==> config.mk <==
export PLATFORM = sky130hd
export DESIGN_NAME = rom_addr_seq
export DESIGN_NICKNAME = d
export VERILOG_FILES = /design/src/rtl/rom_addr_seq.sv
export SDC_FILE = /design/constraint.sdc
export NUM_CORES = 1
export LEC_CHECK = 0
export ABC_AREA = 1
export BUFFER_PORTS_ARGS = -buffer_cell sky130_fd_sc_hd__buf_2
export CORE_ASPECT_RATIO = 0.8
export CORE_MARGIN = 4
export CORE_UTILIZATION = 64
export CTS_CLUSTER_DIAMETER = 40
export DETAILED_ROUTE_END_ITERATION = 8
export GPL_TIMING_DRIVEN = 0
export PLACE_DENSITY = 0.83
export SETUP_SLACK_MARGIN = 0.15
export SKIP_CTS_REPAIR_TIMING = 1
export SYNTH_ARGS = -nofsm -noshare
export SYNTH_HDL_FRONTEND = slang
export SYNTH_SLANG_ARGS = --single-unit
==> constraint.sdc <==
create_clock -name clk -period 5.1 [get_ports clk]
set_input_delay 1.02 -clock clk [delete_from_list [all_inputs] [get_ports clk]]
set_output_delay 1.02 -clock clk [all_outputs]
set_load 0.02 [all_outputs]
==> src/rtl/rom_addr_seq.sv <==
// rom_addr_seq: ROM address sequencer with a prescaled step rate.
// Ports: clk, rst (async high), en, sync, div_in, div_load ->
//   addr, addr_valid, wrap, div_pending, running.
// Optional macro ROM_ADDR_SEQ_DIR_EN adds input dir (1 = count down).
module rom_addr_seq #(
  parameter int ADDR_W = 8,
  parameter int DIV_W = 16,
  parameter logic [DIV_W-1:0] DIV_RST = '0
) (
  input  logic              clk,
  input  logic              rst,
  input  logic              en,
  input  logic              sync,
`ifdef ROM_ADDR_SEQ_DIR_EN
  input  logic              dir,
`endif
  input  logic [DIV_W-1:0]  div_in,
  input  logic              div_load,
  output logic [ADDR_W-1:0] addr,
  output logic              addr_valid,
  output logic              wrap,
  output logic              div_pending,
  output logic              running
);

  typedef enum logic [1:0] {
    S_IDLE,
    S_RUN,
    S_STOP
  } state_t;

  state_t            state_q;
  logic [ADDR_W-1:0] addr_q;
  logic [ADDR_W-1:0] addr_d;
  logic [DIV_W-1:0]  cnt_q;
  logic [DIV_W-1:0]  div_act_q;
  logic [DIV_W-1:0]  shadow_q;
  logic              pend_q;
  logic              valid_q;
  logic              wrap_q;
  logic              run_q;

  logic active;
  logic step;
  logic at_end;
  logic wrap_step;

  assign active = (state_q != S_IDLE);
  // sync wins over a step landing in the same cycle
  assign step = active && (cnt_q == div_act_q) && !sync;

`ifdef ROM_ADDR_SEQ_DIR_EN
  assign at_end = dir ? (addr_q == '0) : (addr_q == '1);
  assign addr_d = dir ? addr_q - ADDR_W'(1) : addr_q + ADDR_W'(1);
`else
  assign at_end = (addr_q == '1);
  assign addr_d = addr_q + ADDR_W'(1);
`endif

  assign wrap_step = step && at_end;

  always_ff @(posedge clk or posedge rst) begin
    if (rst) begin
      state_q   <= S_IDLE;
      addr_q    <= '0;
      cnt_q     <= '0;
      div_act_q <= DIV_RST;
      shadow_q  <= DIV_RST;
      pend_q    <= 1'b0;
      valid_q   <= 1'b0;
      wrap_q    <= 1'b0;
      run_q     <= 1'b0;
    end else begin
      valid_q <= step;
      wrap_q  <= wrap_step;

      if (sync) begin
        addr_q <= '0;
        cnt_q  <= '0;
      end else if (!active) begin
        cnt_q <= '0;
      end else if (step) begin
        cnt_q  <= '0;
        addr_q <= addr_d;
      end else begin
        cnt_q <= cnt_q + DIV_W'(1);
      end

      // Divisor only changes when no period is in flight:
      // at a wrap step (count restarts) or while idle.
      if (div_load && wrap_step) begin
        div_act_q <= div_in;
        shadow_q  <= div_in;
        pend_q    <= 1'b0;
      end else if (div_load) begin
        shadow_q <= div_in;
        pend_q   <= 1'b1;
      end else if (pend_q && (wrap_step || !active)) begin
        div_act_q <= shadow_q;
        pend_q    <= 1'b0;
      end

      unique case (state_q)
        S_IDLE: begin
          if (en) begin
            state_q <= S_RUN;
            run_q   <= 1'b1;
          end
        end
        S_RUN: begin
          if (!en) state_q <= S_STOP;
        end
        S_STOP: begin
          if (sync || wrap_step) begin
            state_q <= S_IDLE;
            run_q   <= 1'b0;
          end else if (en) begin
            state_q <= S_RUN;
          end
        end
        default: begin
          state_q <= S_IDLE;
          run_q   <= 1'b0;
        end
      endcase
    end
  end

  assign addr        = addr_q;
  assign addr_valid  = valid_q;
  assign wrap        = wrap_q;
  assign div_pending = pend_q;
  assign running     = run_q;

endmodule

After elaboration in Yosys (flattened, before gate mapping). Index checks and enable logic that the tools add are counted.

Muxes and demuxes: 21. Equal/unequal tests: 8. Reduce and logical (&&, ||, !) cells: 19. Bitwise gates (word level): 1. Add/sub/neg operators: 2.

Operator list (number): $mux W16 (8); $mux W8 (3); $add A16 B1 Y16 const B (1); $eq A16 B16 Y1 (1); $reduce_bool A2 Y1 (5); $add A8 B1 Y8 const B (1); $eq A8 B8 Y1 const B (1); $mux W2 (3); $ne A2 B2 Y1 const B (3); $pmux W2 S3 (1); $logic_and A1 B1 Y1 (5); $mux W1 (5); $reduce_and A2 Y1 (2); $pmux W1 S3 (1); $reduce_and A3 Y1 (1); $reduce_bool A3 Y1 (1); $eq A2 B1 Y1 const B (1); $eq A2 B2 Y1 const B (1); $logic_not A1 Y1 (2); $logic_not A2 Y1 (1); $logic_or A1 B1 Y1 (2); $ne A2 B1 Y1 const B (1); $not A1 Y1 (1).

Input bits: 21. Register bits: 62. Word-level logic and storage cells: 60. Output and inout port bits: 12.

Longest topological paths before layout. Gate-level depths: netlist (run 1).

Word-level depth: 9. Depth in mapped cells: 15. Mapped depth without buffers: 13.

Worst setup path before layout (run 1). Ideal clock, no wire load.

Kind: input port to flip-flop. Start point: in div_load. End point: reg div_act_q[0]. Path slack: 3.054 ns. Data required time: 5.035 ns. Stages: 8. Arrival: 1.981 ns. Setup time: 0.065 ns. Path buffers: 2. Cells stage by stage: buf_2 > clkinv_1 > nand2_1 > nand2_1 > o21ai_2 > buf_6 > nand2_1 > nand2_1.

Cells in the longest elaborated chain, start to end: 3. Elaborated cells on any way between the ends: 5. Classes of those cells: eq/ne: 1; mux: 1; reduce/logical: 3.

RTL lines: from (decl) (RTL line 18) `input logic div_load,`; $logic_and A1 B1 Y1 (RTL line 91) `if (div_load && wrap_step) begin`; $ne A2 B1 Y1 (no line) / $reduce_bool A2 Y1 (equally long branches); $reduce_and A2 Y1 (no line); to (signal assigned) (RTL line 92) `div_act_q <= div_in;`; to (signal assigned) (RTL line 99) `div_act_q <= shadow_q;`; to (decl) (RTL line 36) `logic [DIV_W-1:0] div_act_q;`.

Parallel ways exist; a longest one is shown, timed or not. A chain may end at the register's enable or synchronous reset.

Worst setup path after layout (run 1).
Start point: reg cnt_q[2]. End point: reg div_act_q[13].

Cells in the longest elaborated chain, start to end: 8. Elaborated cells on any way between the ends: 11. Classes of those cells: eq/ne: 2; mux: 1; reduce/logical: 8.

RTL lines: from (decl) (RTL line 35) `logic [DIV_W-1:0] cnt_q;`; from (signal assigned) (RTL line 86) `cnt_q <= cnt_q + DIV_W'(1);`; $eq A16 B16 Y1 * (RTL line 50) `assign step = active && (cnt_q == div_act_q) && !sync;`; $logic_and A1 B1 Y1 * (2 in a row) (RTL line 50); via step (RTL line 44) `logic step;`; $logic_and A1 B1 Y1 * (RTL line 60) `assign wrap_step = step && at_end;`; $logic_or A1 B1 Y1 (RTL line 98) `end else if (pend_q && (wrap_step || !active)) begin`; $logic_and A1 B1 Y1 (RTL line 98); $reduce_bool A2 Y1 (no line); $reduce_and A2 Y1 (no line).

The timed path passes the listed nets; every way through them passes the cells marked *.

==> summary by stage, run 1 <==
STA
The final count of hold timing violations is 0. At the pin with the least slew margin, the transition time is 0.748 ns. The number of setup violations in the final report is 0. The post-route fraction of the period consumed by the critical path is 41.3%. The remaining max-slew budget at the tightest pin is 50.1%. Setup total negative slack on the finished layout was measured at 0 ns.

The worst clock skew is 0.00911 ns. Setup repair after global routing left no endpoint under its margin. The highest achievable clock rate is 475 MHz. The final max-slew violation count came to 0. The shortest period the worst path allows is 2.11 ns.

Place
The congestion estimate from routability-driven global placement came to between 0.9 and 1. The wire-length estimate of the detail-placed layout is 5.94 mm. The number of port buffers is 31.

Outcome
The run finished with clean final reports.

Global routing
The via count of the first global-routing pass is 2927. The number of antenna violations at the first check in global routing is 0. After global routing the overflow that remains totals 0. Entering global routing, the biggest net connects 34 pins. The first global-routing pass estimated 13.6 mm of wire. For this run, the total global-route usage over all layers was measured as 27.6%.

Power and ir drop
The maximum VDD drop is 0.000259 V. Dividing total power by cell area gives a power density of 339 nW/um^2. The leakage power is 2.13 nW.

Routing
The detail route stage leaves a number of antenna-violating nets equal to 0. Before antenna repair, the detailed router went through 5 iterations. For this block, the initial DRC count from the detailed router was roughly 310.

Summed over all layers, the routed wires come to 7.95 mm. Summing over every cut layer, the via total after detailed routing is between 3k and 4k. The vias per cell is ~5.4. After detailed routing, the average wire length per cell comes to around 14 um.

After detailed routing, the number of remaining DRC violations is 0.

Setup path
The category of the worst setup path launch point is a register. At the worst endpoint, the arrival time is 2.34 ns. The number of buffer and inverter stages on the critical path is 2. The critical path is of the reg2reg type. At the worst endpoint, the required time is ~5.3 ns. The worst-path maximum fanout is 10. Grouping stages by cell kind, the critical path spends the most delay in simple AND/OR/NAND/NOR gates. The signal on the critical path passes through inv_2 > nand2_1 > nand2_1 > nor2_1 > nand2_1 > nor2_2 > nand3_4 > nor2_8 > nand3_2 > buf_4 > nand2_1 > nand2_1 > nand2_1 > nand2_1. The cell type of the slowest stage on the worst timing path is sky130_fd_sc_hd__dfrtp_1. The sort of element at the end of the critical path is a register. In this design, the critical path's most frequently occurring cell is sky130_fd_sc_hd__nand2_1. The peak per-stage delay on the critical path is 0.47 ns.

Clocking
The H-tree generated during clock tree synthesis spans 3 levels. The number of clock sinks is 62. The later pin in the worst-skew pair is clocked with a latency of about 0.35 ns. The longest clock path from root to sink contains 2 buffers. In this run the clock root is driven by a sky130_fd_sc_hd__clkbuf_8. The number of buffers created by CTS is 9. After clock tree synthesis, the clock-pin slew on the worst setup and hold paths is roughly 0.07 ns. The clock tree from TritonCTS is yes.

Die
In this run the core area contains 23 standard-cell rows. Once the floorplan was initialized, standard cells occupied 66.9% of the core. The die is 73.3 um tall. The floorplan step set the die width to 89.6 um. The core region is 5090 um^2. 33 I/O pins were placed. The die covers 6560 um^2.

Yosys
The number of unique standard cell types used by synthesis is 36. The most instantiated flip-flop cell in the synthesis netlist is sky130_fd_sc_hd__dfrtp_1. The net count of the mapped netlist is 496. By area the synthesized netlist is led by sky130_fd_sc_hd__dfrtp_1 46%, sky130_fd_sc_hd__nand2_1 24%, sky130_fd_sc_hd__nand4_1 5.1%. The fraction of synthesized cell area taken by the top area cell type is 45.5%. The cell area that synthesis handed to floorplanning was 3410 um^2. By instance count, the leading cell after synthesis is sky130_fd_sc_hd__nand2_1.

The commonest cells after synthesis are 216 x sky130_fd_sc_hd__nand2_1, 62 x sky130_fd_sc_hd__dfrtp_1, 44 x sky130_fd_sc_hd__nor2_1. In this run the mean area of a mapped cell was 7.21 um^2. The cell count after synthesis is 473. The proportion of register bits with asynchronous set or reset after synthesis is 100%. Sequential elements use 45.5% of the synthesized area. The number of warnings reported in the yosys synthesis log is 0. The flip-flop and latch count after synthesis is 62.

The number of enable flip-flop cells after synthesis is 0. The post-synthesis cell type with the largest combined area is sky130_fd_sc_hd__dfrtp_1.

Cells and area
The ratio of cells with drive above 1 in the final layout is 15.4%. The number of diodes is 0. Cells fill 75.8% of the core in the end.

Relative to the synthesized area, the layout overhead comes to 13.3%. Fill cells in the final layout number 396. For this run, the post-layout net count is 539.

Min path
In this run the worst hold path is classified as reg2reg.

Run
The max-cap check violation count is 0.
[layout make-up]
| type | count | area (um^2) | share of cell area, % |
|---|---|---|---|
| Multi-Input combinational cell | 351 | 1610 | 41.6 |
| Sequential cell | 62 | 1550 | 40.2 |
| Inverter | 48 | 180 | 4.67 |
| Timing Repair Buffer | 32 | 175 | 4.54 |
| Clock buffer | 11 | 141 | 3.66 |
| Tap cell | 62 | 77.6 | 2.01 |
| Buffer | 12 | 71.3 | 1.85 |
| Clock inverter | 5 | 58.8 | 1.52 |
[metal layers]
metal	up-vias	GRT usage, %	wire length (um)
met2	92	40.3	3510
li1	1580	-	-
met4	0	10.1	155
met5	-	0	0
met3	18	7.06	491
met1	1446	39.8	3790
[worst paths after layout]
check	from	endpoint	slack, ns	depth (start not counted)
max	cnt_q[2]$_DFF_PP0_	div_act_q[13]$_DFFE_PP0P_	2.99	14
min	shadow_q[6]$_DFFE_PP0P_	shadow_q[6]$_DFFE_PP0P_	0.47	2
max reg2reg	cnt_q[2]$_DFF_PP0_	div_act_q[13]$_DFFE_PP0P_	2.99	14
min reg2reg	shadow_q[6]$_DFFE_PP0P_	shadow_q[6]$_DFFE_PP0P_	0.47	2
max in group asynchronous	rst	cnt_q[12]$_DFF_PP0_	3.68	3
min in group asynchronous	rst	addr_valid$_DFF_PP0_	0.80	2
[stage by stage]
step / total power, mW / instance area [um^2] / cells / hold slack (ns) / worst slack (ns)
2_1_floorplan: 0.798 / 3410 / 473 / 0.442 / 2.54
3_3_place_gp: 0.868 / 3640 / 566 / 0.455 / 1.82
3_5_place_dp: 0.879 / 3660 / 567 / 0.459 / 2.75
4_1_cts: 1.32 / 3860 / 583 / 0.476 / 3.01
5_1_grt: 1.39 / 3860 / 583 / 0.497 / 2.75
6_report: 1.31 / 3860 / 583 / 0.473 / 2.99
[kinds of logic after synthesis]
family                     count (synthesis)  synth area share [%]
and+or+nand+nor                          317                  39.9
DFF                                       62                  45.5
buffers and inverters                     60                  7.38
AOI/OAI and AO/OA                         26                  4.85
xor gates and xnor gates                   5                  1.28
adders and majority gates                  2                 0.734
muxes                                      1                 0.294
[power breakdown]
group / internal, mW / switching [mW]
combinational: 0.0990 / 0.185
sequential: 0.545 / 0.0467
clock: 0.239 / 0.197
total: 0.883 / 0.428
[flip-flops by register name (all words and copies together), names as in the netlist]
register	count
addr	8
addr_valid	1
cnt_q	16
div_act_q	16
div_pending	1
running	1
shadow_q	16
state_q	2
wrap	1
[worst min-delay path, delay by kind of cell, from the launching register on]
family / cells / cell delay (ns)
DFF: 1 / 0.35
and+or+nand+nor: 2 / 0.10
[placed cells by master (no fill, tap or decap), types with 4 or more instances in the layout]
cell and instances:
sky130_fd_sc_hd__a21oi_1 8, sky130_fd_sc_hd__buf_2 34, sky130_fd_sc_hd__clkbuf_1 4, sky130_fd_sc_hd__clkbuf_8 10, sky130_fd_sc_hd__dfrtp_1 62, sky130_fd_sc_hd__inv_1 35, sky130_fd_sc_hd__inv_2 12, sky130_fd_sc_hd__nand2_1 216
sky130_fd_sc_hd__nand3_1 11, sky130_fd_sc_hd__nand4_1 28, sky130_fd_sc_hd__nor2_1 44, sky130_fd_sc_hd__nor2_2 4, sky130_fd_sc_hd__nor3_1 4, sky130_fd_sc_hd__o21ai_0 8, sky130_fd_sc_hd__xor2_1 4
(Power assumes the default switching activity.)
==> inputs of run 2 (changes only) <==
--- a/config.mk
+++ b/config.mk
@@ -9,11 +9,11 @@
 export BUFFER_PORTS_ARGS = -buffer_cell sky130_fd_sc_hd__buf_2
 export CORE_ASPECT_RATIO = 0.8
 export CORE_MARGIN = 4
-export CORE_UTILIZATION = 64
+export CORE_UTILIZATION = 59
 export CTS_CLUSTER_DIAMETER = 40
 export DETAILED_ROUTE_END_ITERATION = 8
 export GPL_TIMING_DRIVEN = 0
-export PLACE_DENSITY = 0.83
+export PLACE_DENSITY = 0.78
 export SETUP_SLACK_MARGIN = 0.15
 export SKIP_CTS_REPAIR_TIMING = 1
 export SYNTH_ARGS = -nofsm -noshare
==> constraint.sdc (replaced) <==
create_clock -name clk -period 2.1 [get_ports clk]
set_input_delay 0.42 -clock clk [delete_from_list [all_inputs] [get_ports clk]]
set_output_delay 0.42 -clock clk [all_outputs]
set_load 0.02 [all_outputs]
==> run 2 against run 1 <==
Net effect: via count up 8.4%; combinational power rose to 2.9 times the previous value; cell area up 12%; critical path type unchanged; largest cell class unchanged.
==> summary by stage, run 2 (same netlist as run 1, synthesis figures left out) <==
STA
The highest achievable clock rate came to 485 MHz (was 475 MHz). The worst hold slack was 0.0728 ns (was 0.473 ns). The measured slew at the worst slew-check pin is 0.466 ns (was 0.748 ns).

The number of setup violations in the final report is 0 (unchanged). The shortest period the worst path allows is 2.06 ns (was 2.11 ns). The final max-slew violation count is 0 (unchanged). The final count of hold timing violations is 0 (unchanged). Unrepaired setup endpoints after global routing: yes (was no).

The worst clock skew was 0.0107 ns (was 0.00911 ns). The post-route fraction of the period consumed by the critical path was 98.2% (was 41.3%). The minimum setup slack in the final design was 0.0388 ns (was 2.99 ns). The remaining max-slew budget at the tightest pin came to 69.0% (was 50.1%).

Die
The count of standard-cell rows was 24 (was 23). The number of ports placed on the die boundary came to 33 (unchanged). The y dimension of the die is 76.0 um (was 73.3 um). The area enclosed by the die boundary came to 7060 um^2 (was 6560 um^2). The standard cell core area came to 5530 um^2 (was 5090 um^2). The horizontal extent of the die was 93.0 um (was 89.6 um). The initial cell density of the core is 61.7% (was 66.9%).

Routing
The number of optimization iterations in the first detailed-route pass is 6 (was 5). The met1 wire length is 4.11 mm (was 3.79 mm). The highest signal layer in the routed design is met4 (unchanged). The number of vias in the routed layout came to 3398 (was 3136).

The number of antenna-violating nets in the routed design is 0 (unchanged). The met3 wire length is 546 um (was 491 um). The average wire per standard cell was 13.9 um (was 13.6 um). The violation count after the first detailed-routing iteration is 308 (was 312).

The vias per cell came to 5.37 (was 5.38). The total length of routed wires is 8.80 mm (was 7.95 mm). The post-detailed-route DRC marker count is 0 (unchanged).

The met2 wirelength from detailed routing is 4.04 mm (was 3.51 mm).

Power and ir drop
The maximum VDD drop came to 0.000499 V (was 0.000259 V). The total power is 3.33 mW (was 1.31 mW). The power density normalized to cell area is 772 nW/um^2 (was 339 nW/um^2). The leakage power came to 2.31 nW (was 2.13 nW).

Setup path
The category of the worst setup path launch point is a register (unchanged). Cell Chain, Critical Path: inv_2 > nand2_1 > nand2_1 > nor3_4 > nand3_4 > nor2_8 > nand2_4 > a21oi_4 > buf_6 > nand2_1 > nand2_1 (was inv_2 > nand2_1 > nand2_1 > nor2_1 > nand2_1 > nor2_2 > nand3_4 > nor2_8 > nand3_2 > buf_4 > nand2_1 > nand2_1 > nand2_1 > nand2_1). The cell repeated most along the worst path is sky130_fd_sc_hd__nand2_1 (unchanged). The data arrival time at the worst-slack endpoint was 2.35 ns (was 2.34 ns). The cell type of the slowest stage on the worst timing path is sky130_fd_sc_hd__dfrtp_1 (unchanged). The number of buffer and inverter stages on the critical path came to 2 (unchanged).

The data required time of the worst path is 2.39 ns (was 5.34 ns). The cell family contributing the most delay on the critical path is simple AND/OR/NAND/NOR gates (unchanged). The category of the critical setup timing path is reg2reg (unchanged). The worst-path maximum fanout came to 7 (was 10). The sort of element at the end of the critical path is a register (unchanged). The peak per-stage delay on the critical path came to 0.42 ns (was 0.47 ns).

Place
The placer's final routability congestion estimate was 0.941 (was 0.925). The number of port buffers is 31 (unchanged). The worst-case setup slack after placement is 0.0731 ns (was 2.75 ns). The cell area reported after detailed placement is 3660 um^2 (about the same). The HPWL reported at the end of detailed placement is 5.83 mm (was 5.94 mm).

Run
The max-cap check violation count is 0 (unchanged).

Clocking
The clock tree root buffer cell is sky130_fd_sc_hd__clkbuf_8 (unchanged). The source-to-sink clock delay at the later pin of the worst-skew pair came to 0.35 ns (about the same). The buffer depth of the longest clock path is 2 (unchanged). The clock tree from TritonCTS was yes (unchanged). The number of clock sinks is 62 (unchanged). The number of buffers created by CTS is 9 (unchanged). The H-tree depth is 3 (unchanged). The clock-pin slew on the worst setup and hold paths is 0.08 ns (was 0.07 ns).

Cells and area
The finished layout cell area is 4310 um^2 (was 3860 um^2). Top library cells by usage in the layout, fill and taps aside: 192 x sky130_fd_sc_hd__nand2_1, 54 x sky130_fd_sc_hd__dfrtp_1, 39 x sky130_fd_sc_hd__nor2_1, 32 x sky130_fd_sc_hd__buf_2, 32 x sky130_fd_sc_hd__buf_4 (was 216 x sky130_fd_sc_hd__nand2_1, 62 x sky130_fd_sc_hd__dfrtp_1, 44 x sky130_fd_sc_hd__nor2_1, 35 x sky130_fd_sc_hd__inv_1, 34 x sky130_fd_sc_hd__buf_2). The fraction of the core area covered by cells at the end of the flow is 78.0% (was 75.8%). The ratio of cells with drive above 1 in the final layout was 28.6% (was 15.4%). The number of diodes is 0 (unchanged). The number of nets in the finished design is 574 (was 539).

The growth of design area from synthesis to finish was 26.4% (was 13.3%). The most common cell after layout, fill and taps aside is sky130_fd_sc_hd__nand2_1 (unchanged). Largest registers ranked by flip-flop count: cnt_q x16, div_act_q x16, shadow_q x16 (unchanged).

Global routing
The via count of the first global-routing pass is 2987 (was 2927). The wire length of the first global-routing pass is 13.6 mm (about the same). The overall fraction of global-route tracks in use is 24.2% (was 27.6%). The remaining global-route overflow is 0 (unchanged). The number of antenna violations at the first check in global routing is 0 (unchanged). The maximum number of pins on one net before global-route repair is 63 (was 34).

Outcome
Result of the run: complete, no violations (unchanged).

Min path
The class of the tightest hold or removal check is in2async (was reg2reg).
==> run 2: changes by cell type in the layout (fill, tap and decap cells not counted), moves of 3 or more <==
cell | before | now
sky130_fd_sc_hd__inv_2 | 12 | 15
sky130_fd_sc_hd__buf_4 | 2 | 32
sky130_fd_sc_hd__dfrtp_2 | 0 | 8
sky130_fd_sc_hd__nor2_4 | 2 | 5
sky130_fd_sc_hd__buf_6 | 2 | 7
sky130_fd_sc_hd__nor2_1 | 44 | 39
sky130_fd_sc_hd__nand2_1 | 216 | 192
sky130_fd_sc_hd__dfrtp_1 | 62 | 54
sky130_fd_sc_hd__nand2_2 | 1 | 24
sky130_fd_sc_hd__inv_1 | 35 | 30
==> run 2: path summary, 6_finish.rpt <==
path                            cells after the start                    start  slack [ns]                         to
worst max-delay path                               11       cnt_q[8]$_DFF_PP0_        0.04  div_act_q[13]$_DFFE_PP0P_
worst min-delay path                                2                      rst        0.07         cnt_q[3]$_DFF_PP0_
worst max register to register                     11       cnt_q[8]$_DFF_PP0_        0.04  div_act_q[13]$_DFFE_PP0P_
worst min register to register                      2  shadow_q[0]$_DFFE_PP0P_        0.48    shadow_q[0]$_DFFE_PP0P_
max in group asynchronous                           3                      rst        1.45   div_act_q[8]$_DFFE_PP0P_
min in group clk                                    3               div_in[13]        0.29   shadow_q[13]$_DFFE_PP0P_
==> run 2: report_power, final <==
| group | total [mW] | internal (mW) | switching, mW |
|---|---|---|---|
| sequential | 1.45 | 1.32 | 0.126 |
| combinational | 0.835 | 0.326 | 0.509 |
| clock | 1.04 | 0.570 | 0.472 |
| total | 3.33 | 2.22 | 1.11 |
==> run 2: routing by layer <==
layer | track usage, % | up-vias
met3 | 7.31 | 17
met5 | 0 | -
met1 | 33.9 | 1619
met2 | 36.7 | 114
met4 | 6.88 | 0
li1 | - | 1648
==> run 2: layout make-up <==
class,instances,area [um^2]
Multi-Input combinational cell,351,1730
Sequential cell,62,1560
Fill cell,425,1220
Timing Repair Buffer,67,458
Inverter,48,186
Clock buffer,11,141
Tap cell,78,97.6
Buffer,12,88.8
Clock inverter,4,47.5
==> run 2: per-stage QoR <==
stage | TNS [ns] | std cells
after CTS | 0 | 597
final | 0 | 633
after global routing | -0.395 | 633
after global placement | 0 | 582
after detailed placement | 0 | 582
after floorplan | 0 | 473
==> run 2: worst register-to-register path, delay by kind of cell, from the launching register on <==
family	cells	cell delay, ns
simple gates	8	1.04
flops	1	0.42
buf+inv	2	0.25
compound gates	1	0.29
